$ cat config.mk
export PLATFORM = sky130hd
export DESIGN_NAME = alu_ex_result_stage
export DESIGN_NICKNAME = d
export VERILOG_FILES = /design/src/rtl/alu_ex_result_stage.sv
export SDC_FILE = /design/constraint.sdc
export NUM_CORES = 1
export LEC_CHECK = 0
export ABC_AREA = 1
export CORE_MARGIN = 3
export CORE_UTILIZATION = 40
export CTS_CLUSTER_SIZE = 12
export DETAILED_ROUTE_END_ITERATION = 8
export GPL_ROUTABILITY_DRIVEN = 1
export PLACE_DENSITY_LB_ADDON = 0.1
export SETUP_SLACK_MARGIN = 0.02
export SLEW_MARGIN = 20
export SYNTH_ARGS = -nofsm -noshare
export SYNTH_HDL_FRONTEND = slang
export SYNTH_SLANG_ARGS = --single-unit
$ cat constraint.sdc
create_clock -name clk -period 2.35 [get_ports clk]
set_input_delay 0.705 -clock clk [delete_from_list [all_inputs] [get_ports clk]]
set_output_delay 0.705 -clock clk [all_outputs]
set_load 0.02 [all_outputs]
$ cat src/rtl/alu_ex_result_stage.sv
// EX->MEM result stage: 2-entry skid buffer; out_zero is taken from the captured result; ALU_OVF_TRAP_EN turns trapping signed overflow into a CP0 exception record.
// Latency 1 cycle from push to out_valid; in_ready is registered and falls when the buffer is full or an exception is pending.
module alu_ex_result_stage #(
   parameter int WIDTH = 32,
   parameter int REGW  = 5,
   parameter int PCW   = 32
) (
   input  logic             clk,
   input  logic             reset,
   input  logic             flush,
   input  logic             in_valid,
   output logic             in_ready,
   input  logic [WIDTH-1:0] alu_out,
   input  logic             alu_v,
   input  logic             ovf_trap,
   input  logic [REGW-1:0]  in_dest,
   input  logic             in_wen,
   input  logic [PCW-1:0]   in_pc,
   output logic             out_valid,
   input  logic             out_ready,
   output logic [WIDTH-1:0] out_result,
   output logic             out_zero,
   output logic             out_ovf,
   output logic [REGW-1:0]  out_dest,
   output logic             out_wen,
   output logic             exc_pending,
   output logic [PCW-1:0]   exc_epc,
   output logic [4:0]       exc_cause,
   input  logic             exc_ack
);

   localparam logic [4:0] EXC_OV = 5'd12;

   // Occupancy of the skid buffer; the exception flag is tracked separately.
   typedef enum logic [1:0] {
      IDLE = 2'd0,
      HALF = 2'd1,
      FULL = 2'd2
   } state_t;

   state_t state, state_n;

   logic             head, tail;
   logic [WIDTH-1:0] ent_result [2];
   logic             ent_zero   [2];
   logic             ent_ovf    [2];
   logic [REGW-1:0]  ent_dest   [2];
   logic             ent_wen    [2];

   logic push, pop, trap, enq, in_ovf;
   logic exc_n, in_ready_n;

   assign push = in_valid & in_ready;
   assign pop  = out_valid & out_ready;

`ifdef ALU_OVF_TRAP_EN
   // A trapping overflow never reaches the buffer, so no register write can follow it.
   assign trap   = push & ovf_trap & alu_v;
   assign enq    = push & ~trap;
   assign in_ovf = alu_v & ~ovf_trap;
`else
   assign trap   = 1'b0;
   assign enq    = push;
   assign in_ovf = alu_v & ovf_trap;
`endif

   always_comb begin
      state_n = state;
      if (flush) begin
         state_n = IDLE;
      end else begin
         case (state)
            IDLE:    state_n = enq ? HALF : IDLE;
            HALF: begin
               if (enq && !pop)      state_n = FULL;
               else if (!enq && pop) state_n = IDLE;
               else                  state_n = HALF;
            end
            FULL:    state_n = pop ? HALF : FULL;
            default: state_n = IDLE;
         endcase
      end
   end

   // A flush discards an in-flight trap too, but leaves a latched exception alone.
   always_comb begin
      exc_n = exc_pending;
      if (exc_pending)
         exc_n = ~exc_ack;
      else if (trap && !flush)
         exc_n = 1'b1;
      in_ready_n = (state_n != FULL) & ~exc_n;
   end

   always_ff @(posedge clk) begin
      if (reset) begin
         state       <= IDLE;
         head        <= 1'b0;
         tail        <= 1'b0;
         in_ready    <= 1'b1;
         exc_pending <= 1'b0;
         exc_epc     <= '0;
         exc_cause   <= '0;
         for (int i = 0; i < 2; i++) begin
            ent_result[i] <= '0;
            ent_zero[i]   <= 1'b0;
            ent_ovf[i]    <= 1'b0;
            ent_dest[i]   <= '0;
            ent_wen[i]    <= 1'b0;
         end
      end else begin
         state       <= state_n;
         in_ready    <= in_ready_n;
         exc_pending <= exc_n;
         if (flush) begin
            head <= 1'b0;
            tail <= 1'b0;
         end else begin
            if (enq) begin
               ent_result[tail] <= alu_out;
               ent_zero[tail]   <= ~|alu_out;
               ent_ovf[tail]    <= in_ovf;
               ent_dest[tail]   <= in_dest;
               ent_wen[tail]    <= in_wen;
               tail             <= ~tail;
            end
            if (pop)
               head <= ~head;
            if (trap && !exc_pending) begin
               exc_epc   <= in_pc;
               exc_cause <= EXC_OV;
            end
         end
      end
   end

   assign out_valid  = (state != IDLE);
   assign out_result = ent_result[head];
   assign out_zero   = ent_zero[head];
   assign out_ovf    = ent_ovf[head];
   assign out_dest   = ent_dest[head];
   assign out_wen    = ent_wen[head];

endmodule

==> results of run 1 <==
sequential cells by signal, summed over array words and instances (netlist names), named ones only:
signal,count
ent_zero,2
ent_wen,2
ent_ovf,2
state,2
ent_result,64
tail,1
exc_pending,1
ent_dest,10
head,1
in_ready,1
metrics by stage:
step / setup WS [ns] / util, %
after floorplan: 0.3104 / -
after global placement: 0.1760 / 51.26
after detailed placement: 0.1883 / 51.26
after CTS: 0.01123 / 52.56
after global routing: 0.01811 / 52.23
final: 0.07132 / 52.23
tightest hold or removal path, delay by kind of cell (launching register included):
family | cells | cell delay [ns]
flops | 1 | 0.32
simple gates | 2 | 0.10
repair_timing:
item / in CTS / in global routing
endpoints found under the setup margin: 40 / 40
resized for setup: 40 / 68
gates cloned: 0 / 2
synthesized netlist by cell type:
| cell | instances |
|---|---|
| ha_1 | 1 |
| nand2_1 | 15 |
| o21ai_1 | 1 |
| nor3_2 | 1 |
| buf_6 | 8 |
| nor2_1 | 97 |
| conb_1 | 1 |
| nand3b_1 | 1 |
| dfxtp_1 | 7 |
| mux2_2 | 40 |
| nand3_4 | 1 |
| buf_4 | 41 |
| edfxtp_1 | 80 |
| a21oi_1 | 3 |
| nand3_1 | 8 |
| nor3_1 | 3 |
| inv_1 | 47 |
| nand2_2 | 1 |
| a21boi_1 | 1 |
| nor2_4 | 1 |
cell families after synthesis:
kind of cell               Yosys count
DFF                                 87
adders and majority gates            1
other                                1
buffers and inverters               96
and+or+nand+nor                    128
AOI/OAI and AO/OA                    5
muxes                               40
layout make-up:
class / count / area [um2]
clock buffer: 10 / 127.6
clock inverter: 6 / 51.30
fill: 935 / 4733
inverter: 47 / 176.4
multi-input combinational: 211 / 1162
sequential: 87 / 2546
tap: 133 / 166.4
timing repair buffer: 100 / 945.9
path summary, 6_finish.rpt:
| path | to | cells after the start | from | slack (ns) |
|---|---|---|---|---|
| setup / recovery | out_result[10] | 3 | flip-flop | 0.07 |
| hold reg to reg | exc_pending | 2 | exc_pending | 0.46 |
| hold / removal | exc_pending | 2 | exc_pending | 0.46 |
| setup reg to reg | in_ready | 8 | state[1] | 0.97 |
per-layer routing:
metal / share of wire (%) / up-vias / wire, um
li1: - / 1290 / -
met1: 43 / 1273 / 3568
met2: 49 / 77 / 4093
met3: 6.1 / 10 / 509
met4: 1.8 / 0 / 146
met5: 0 / - / 0
power groups by stage:
stage | sequential, uW | combinational (uW) | clock, uW
4_1_cts | 1780 | 451 | 1010
5_1_grt | 1780 | 481 | 1070
3_3_place_gp | 1810 | 481 | 0
3_5_place_dp | 1810 | 484 | 0
2_1_floorplan | 1810 | 302 | 0
6_report | 1780 | 444 | 983
==> summary.md, run 1 <==
| Metric | Value |
|---|---|
| Layout Area Growth over Synthesis | `25.06%` |
| Clock share of power | `30.7%` |
| Overall power | `3203 uW` |
| Inserted Clock Buffers | `9` |
| Crit start category | `flip-flop` |
| Fin nets | `535` |
| # clock sinks | `87` |
| Fmax | `438.9 MHz` |
| Hold Slack | `0.4614 ns` |
| Share of cells above drive strength 1 | `21.26%` |
| Clk_lat worst skew | `0.35 ns` |
| Core area | `9910 um2` |
| Leading area contributor after synthesis | `edfxtp_1` |
| Post-synthesis cell count | `358` |
| Post-Layout Cell Count | `594` |
| Die X | `107.7 um` |
| Met1 Usage GRT | `16.90%` |
| Iter 0 DRT Violations | `74` |
| Net Sw Power | `784.6 uW` |
| Placed Area | `5080 um2` |
| Antenna cells | `0` |
| Fin. Hold Viols | `0` |
| Bufs on Longest Clock Path | `2` |
| Yosys warns | `0` |
| Wirelength per Cell | `14.00 um` |
| Antenna violations before repair | `0` |
| Placed Cells incl. Taps | `576` |
| Post-synthesis adder-cell area fraction | `0.3023%` |
| GR met3 Demand/Resource | `3.239%` |
| Setup CP Type | `reg -> out` |
| CP Cell Sequence | `buf_12 > mux2_2 > clkdlybuf4s15_1` |
| Met2 Usage GRT | `25.04%` |
| Standard-cell row count | `36` |
| Crit end category | `output port` |
| Synth top area share | `58.04%` |
| DRT antenna net count | `0` |
| Post-CTS Hold Fix Bufs | `0` |
| Post-layout min period | `2.279 ns` |
| Worst Hold Class | `reg -> reg` |
| Vias per cell | `4.461` |
| Routed wire length | `8.318 mm` |
| Die area | `11,600 um2` |
| Worst-path maximum fanout | `11` |
| Synth Area in Simple Gates | `12.76%` |
| Most common cell after layout, fill and taps aside | `nor2_1` |
| Overall die height | `107.7 um` |
| Final Skew | `0.004983 ns` |
| Share of the yosys chip area belonging to registers | `61.43%` |
| RSZ-0062 raised after global routing | `no` |
| Post-synthesis mux area share | `10.88%` |
| Synthesized area | `4139 um2` |
| Worst-path cell with the longest stage delay | `dfxtp_4` |
| Max stage delay on crit path | `0.43 ns` |
| IO buf count | `88` |
| Clock transition at path regs | `0.08 ns` |
| Via count | `2,650` |
| PwrDens | `618.9 nW/um2` |
| Compound-Gate Fraction of Synth Area | `0.6651%` |
| Comb pwr share | `13.9%` |
| Drt first pass iters | `4` |
| Pin count of the biggest net entering global routing | `24` |
| Switching Share | `24.49%` |
| Final instance area | `5176 um2` |
| CTS Root Cell | `clkbuf_8` |
| Int Power | `2419 uW` |
| Crit path DAT | `1.57 ns` |
| Yosys cell types | `20` |
| Residual DRC | `0` |
| Synthesized area per cell | `11.56 um2` |
| Yosys reg bits | `87` |
| Status | `complete, no violations` |
| Area contributors post-synth | `edfxtp_1 58%, mux2_2 11%, nor2_1 8.8%` |
| Final Max Slew Viols | `0` |
| Setup TNS | `0 ns` |
| P_leak | `0.002230 uW` |
| Main combinational cell family by area after synthesis | `buffers and inverters` |
| Most used routing layer | `met2` |
| Num ports | `158` |
| GR Overflow Total | `0` |
| First-pass GRT wire length | `12.58 mm` |
| Placed wire-length estimate | `5.518 mm` |
| CP required | `1.64 ns` |
| CTS tree | `built` |
| Worst Path Buf+Inv | `2` |
| Finish-stage setup viols | `0` |
| GR Util All Layers | `14.52%` |
| Register share of total power | `55.4%` |
| Post-synthesis xor/xnor area fraction | `0%` |
| Maxcap violations | `0` |
| Max VDD drop | `0.2609 mV` |
| Period utilization | `96.97%` |
| Delay-heaviest family, CP | `buffers and inverters` |
| Vias in the first global route | `2,656` |
| Initial Util | `41.77%` |
| Setup bufs post-CTS | `0` |
| Final Wtd Congestion | `0.7379` |
| H-tree depth | `3` |
| Commonest cells after routing, fill and taps aside | `97 x nor2_1, 80 x edfxtp_1, 48 x clkdlybuf4s50_1` |
Power figures use the tool's default switching activity.
==> run 2: changes to the inputs <==
Settings changed: CAP_MARGIN set to 20.
==> results of run 2 <==
The final DEF is identical to that of run 1; final timing and power are the same.
